`config.mk`:
```
export PLATFORM = sky130hd
export DESIGN_NAME = memory_arbiter
export DESIGN_NICKNAME = d
export VERILOG_FILES = /design/src/rtl/cpu_types_pkg.sv /design/src/rtl/watchdog_counter.sv /design/src/rtl/memory_arbiter.sv
export SDC_FILE = /design/constraint.sdc
export NUM_CORES = 1
export LEC_CHECK = 0
export CAP_MARGIN = 20
export CORE_MARGIN = 1.5
export CORE_UTILIZATION = 23
export DETAILED_ROUTE_END_ITERATION = 12
export SLEW_MARGIN = 20
export SYNTH_ARGS = -nofsm -noshare
export SYNTH_HDL_FRONTEND = slang
export SYNTH_HIERARCHICAL = 1
export SYNTH_SLANG_ARGS = --single-unit
```
`constraint.sdc`:
```
create_clock -name CLK -period 4.6 [get_ports CLK]
set_input_delay 0.92 -clock CLK [delete_from_list [all_inputs] [get_ports CLK]]
set_output_delay 0.92 -clock CLK [all_outputs]
set_load 0.01 [all_outputs]
```
`src/rtl/cpu_types_pkg.sv`:
```
// Shared CPU-side types: RAM handshake states, arbiter FSM states, word type.
package cpu_types_pkg;

    typedef logic [31:0] word_t;

    typedef enum logic [1:0] {
        FREE   = 2'd0,
        BUSY   = 2'd1,
        ACCESS = 2'd2,
        ERROR  = 2'd3
    } ramstate_t;

    typedef enum logic [2:0] {
        IDLE  = 3'd0,
        DSERV = 3'd1,
        ISERV = 3'd2,
        DHIT  = 3'd3,
        IHIT  = 3'd4,
        ERR   = 3'd5
    } arb_state_t;

    // True while the arbiter owns the RAM port for an access
    function automatic logic is_serv(input arb_state_t s);
        return (s == DSERV) || (s == ISERV);
    endfunction

endpackage

```
`src/rtl/watchdog_counter.sv`:
```
// Saturating per-access cycle counter; flags the last allowed cycle.
module watchdog_counter #(
    parameter int TIMEOUT = 16
) (
    input  logic CLK,
    input  logic RST,
    input  logic clr,
    input  logic en,
    output logic expired
);
    localparam int W = $clog2(TIMEOUT + 1);
    localparam logic [W-1:0] SAT  = W'(TIMEOUT);
    localparam logic [W-1:0] LAST = W'(TIMEOUT - 1);

    logic [W-1:0] count;

    // Clear outside service, count service cycles, hold at saturation
    always_ff @(posedge CLK) begin
        if (RST || clr)
            count <= '0;
        else if (en && (count != SAT))
            count <= count + W'(1);
    end

    assign expired = (count == LAST);

endmodule

```
`src/rtl/memory_arbiter.sv`:
```
// Single-port RAM arbiter: data accesses beat instruction fetches,
// registered hit pulses, sticky error on RAM ERROR or watchdog expiry.
module memory_arbiter #(
    parameter int TIMEOUT = 16
) (
    input  logic        CLK,
    input  logic        RST,
    input  logic        iREN,
    input  logic [31:0] iaddr,
    input  logic        dREN,
    input  logic        dWEN,
    input  logic [31:0] daddr,
    input  logic [31:0] dstore,
    output logic        ihit,
    output logic        dhit,
    output logic [31:0] iload,
    output logic [31:0] dload,
    output logic        ramREN,
    output logic        ramWEN,
    output logic [31:0] ramaddr,
    output logic [31:0] ramstore,
    input  logic [31:0] ramload,
    input  logic [1:0]  ramstate,
    output logic        merr
);
    import cpu_types_pkg::*;

    arb_state_t state, next_state;
    ramstate_t  rs;
    logic       serv;
    logic       timeout;
    logic       ld_i, ld_d;

    assign rs   = ramstate_t'(ramstate);
    assign serv = is_serv(state);

    // Counter is zero on the first cycle of every service state
    watchdog_counter #(.TIMEOUT(TIMEOUT)) u_wdog (
        .CLK     (CLK),
        .RST     (RST),
        .clr     (~serv),
        .en      (serv),
        .expired (timeout)
    );

    // Next state, RAM port drive, hit decode and load-capture strobes
    always_comb begin
        next_state = state;
        ramREN     = 1'b0;
        ramWEN     = 1'b0;
        ramaddr    = '0;
        ramstore   = '0;
        ihit       = 1'b0;
        dhit       = 1'b0;
        merr       = 1'b0;
        ld_i       = 1'b0;
        ld_d       = 1'b0;
        case (state)
            IDLE: begin
                if (dREN || dWEN)
                    next_state = DSERV;
                else if (iREN)
                    next_state = ISERV;
            end
            DSERV: begin
                ramaddr  = daddr;
                ramstore = dstore;
                ramWEN   = dWEN;
                ramREN   = dREN & ~dWEN;   // write wins when both are raised
                if (rs == ACCESS) begin
                    next_state = DHIT;
                    ld_d       = dREN & ~dWEN;
                end else if (rs == ERROR || timeout) begin
                    next_state = ERR;
                end
            end
            ISERV: begin
                ramaddr = iaddr;
                ramREN  = 1'b1;
                if (rs == ACCESS) begin
                    next_state = IHIT;
                    ld_i       = 1'b1;
                end else if (rs == ERROR || timeout) begin
                    next_state = ERR;
                end
            end
            DHIT: begin
                dhit       = 1'b1;
                next_state = IDLE;
            end
            IHIT: begin
                ihit       = 1'b1;
                next_state = IDLE;
            end
            ERR: begin
                merr = 1'b1;
            end
            default: next_state = IDLE;
        endcase
    end

    // State register and load-data capture
    always_ff @(posedge CLK) begin
        if (RST) begin
            state <= IDLE;
            iload <= '0;
            dload <= '0;
        end else begin
            state <= next_state;
            if (ld_i) iload <= ramload;
            if (ld_d) dload <= ramload;
        end
    end

endmodule

```
==> results.txt <==
Worst-Skew Late Latency -> 0.33 ns
Core Area -> 15830 µm²
Post-DP HPWL -> 9.801 mm
Critical path arrival -> 2.41 ns
Crit-path cells -> nor3b_4 > buf_4 > a22o_1 > clkdlybuf4s50_1
RSZ-0062 raised after global routing -> false
Vias in the first global route -> 3589
CP Depth -> 4
Inserted Clock Buffers -> 9
CP max FO -> 69
Req. time, crit path -> 3.68 ns
Via/cell ratio -> 4.279
Post-CTS Hold Buffers -> 0
Yosys warnings -> 6
Routed Antenna Nets -> 0
Largest net degree at the start of global routing -> 70
Cell Area, Synth -> 3726 µm²
Post-route insts no fill -> 853
CTS clk-pin slew, worst paths -> 0.05 ns
Netlist cell types -> 35
Tmin final -> 3.326 ns
MaxCap Viol Count -> 0
P_leak -> 2.638 nW
HP Class -> flip-flop to flip-flop
Syn Nets -> 520
Area leader, netlist -> dfxtp_1
Hold path cells -> 2
Fill count -> 1533
DR pass1 iterations -> 4
Power per Cell Area -> 261.7 nW/µm²
Placed inst area -> 6529 µm²
Number of flops mapped to enable cells by yosys -> 0
CTS tree -> done
Worst hold slack -> 0.4737 ns
Cell Rows -> 46
Die X -> 130.3 µm
VDD IR-drop max -> 0.0002364 V
Residual DRC count -> 0
Synth area leaders -> dfxtp_1 (39%), mux2i_1 (18%), nand2b_1 (16%), a22o_1 (7.5%), and2_1 (5.9%)
Ports -> 268
Seq/Total Area, Yosys -> 38.68%
Antenna violations before repair -> 0
R2R depth -> 4
# port buffers -> 267
Delay-heaviest family, CP -> buffers and inverters
Outcome -> finished, final reports clean
DRT iter0 DRCs -> 88
TNS Setup -> 0 ns
Cells after Synth -> 382
Total grt overflow -> 0
WL/cell -> 15.17 µm
Layout area overhead -> 83.45%
Fin util -> 43.19%
Slowest library cell on the worst path -> clkdlybuf4s50_1
All-Layer GR Usage -> 14.34%
Fmax -> 0.3006 GHz
Startpoint Class -> flip-flop
Final antenna diode count -> 0
Global-route wire length before repair -> 18.66 mm
Worst setup EP type -> output pin
Final setup viols -> 0
Initial Utilization -> 23.54%
Async set-reset flop share out of synthesis -> 0%
Clock tree buffer depth -> 2
Share of post-route cells with drive strength above 1 -> 4.867%
Clock Sink Count -> 72
CTS resizes -> 0
Post-synthesis register bit count -> 72
Final GP Congestion -> 0.7737
Fin crit share -> 72.31%
Top FF cell, synth -> dfxtp_1
Postcts setup bufs -> 0
Slew headroom -> 30.92%
Wirelength, routed -> 12.94 mm
Final Skew -> 0.004097 ns
Post-Place Cells -> 838
CP Class -> flip-flop to output pin
Share of the synthesized area in the top cell type -> 38.68%
Mean Syn Cell Area -> 9.754 µm²
CTS Root Cell -> clkbuf_16
Via count -> 3650
Post-route cell area -> 6835 µm²
Slew Limit Fails -> 0
Final hold viol count -> 0
Die Y -> 130.3 µm
Net count, final -> 771
Die area -> 16970 µm²
Worst-margin pin slew -> 1.033 ns
Max stage delay on crit path -> 0.55 ns
Max H-tree Level -> 3
Buf/Inv on CP -> 2
routing by layer:
layer  GRT usage (%)  wire, µm  vias to the layer above  part of all wire (%)
met5               0         0                        -                     0
met4           4.771       233                        0                   1.8
met3           5.289      1201                       21                   9.3
met2           27.71      6598                      148                    51
met1           13.93      4911                     1686                    38
li1                -         -                     1795                     -
Yosys cell counts (all sizes together), types with 2 or more instances:
cell type,count
nand2b,96
dfxtp,72
mux2i,66
and2,35
a22o,32
clkbuf,17
buf,13
nand2,10
nor2,6
inv,5
a21oi,4
ha,3
nor3b,3
o21ai,3
nand4,2
nor2b,2
xor2,2
area by class of cell:
| class | instances | area (µm²) | area share, % |
|---|---|---|---|
| Timing Repair Buffer | 270 | 2690 | 39.36 |
| Multi-Input combinational cell | 275 | 2108 | 30.84 |
| Sequential cell | 72 | 1441 | 21.09 |
| Tap cell | 216 | 270.3 | 3.954 |
| Clock buffer | 12 | 266.5 | 3.899 |
| Clock inverter | 3 | 40.04 | 0.5858 |
| Inverter | 5 | 18.77 | 0.2746 |
where the power goes:
| group | total [mW] | switching [mW] | internal [mW] |
|---|---|---|---|
| logic | 0.430 | 0.158 | 0.273 |
| clock network | 0.715 | 0.255 | 0.459 |
| registers | 0.644 | 0.0105 | 0.634 |
cells in the final DEF (no fill, tap or decap), types with 4 or more instances in the layout:
| cell | instances |
|---|---|
| a21oi_1 | 4 |
| a22o_1 | 32 |
| and2_1 | 35 |
| clkbuf_16 | 9 |
| clkdlybuf4s50_1 | 266 |
| dfxtp_1 | 72 |
| inv_1 | 5 |
| mux2i_1 | 66 |
| nand2_1 | 8 |
| nand2b_1 | 96 |
| nor2_1 | 4 |
per-stage QoR:
| stage | power [mW] | setup slack [ns] |
|---|---|---|
| after floorplan | 0.8275 | 2.381 |
| after global placement | 1.084 | 1.466 |
| after detailed placement | 1.090 | 1.411 |
| after CTS | 1.822 | 1.236 |
| after global routing | 1.875 | 1.117 |
| final | 1.789 | 1.274 |
worst register-to-register path, stage by stage, from the launching register on:
cell	delay, ns
dfxtp_1	0.49
nor3b_4	0.23
buf_4	0.52
and4_2	1.00
mux2i_1	0.34
cell families after synthesis:
group,count (synthesis),synth area share [%]
fa+ha+maj,3,1.007
simple gates,159,27.27
flops,72,38.68
compound gates,44,9.537
mux,67,18.03
buf+inv,35,5.003
xor+xnor,2,0.4702
state kept, by name (all words and copies together), names as in the netlist:
| register | cells |
|---|---|
| state | 3 |
| dload | 32 |
| iload | 32 |
| u_wdog/count | 5 |
worst paths after layout:
path	start	slack (ns)	end
worst max register to register	state[0]	1.95	dload[6]
worst max-delay path	state[0]	1.27	ramaddr[16]
worst min register to register	iload[26]	0.47	iload[26]
worst min-delay path	iload[26]	0.47	iload[26]
(Power assumes the default switching activity.)
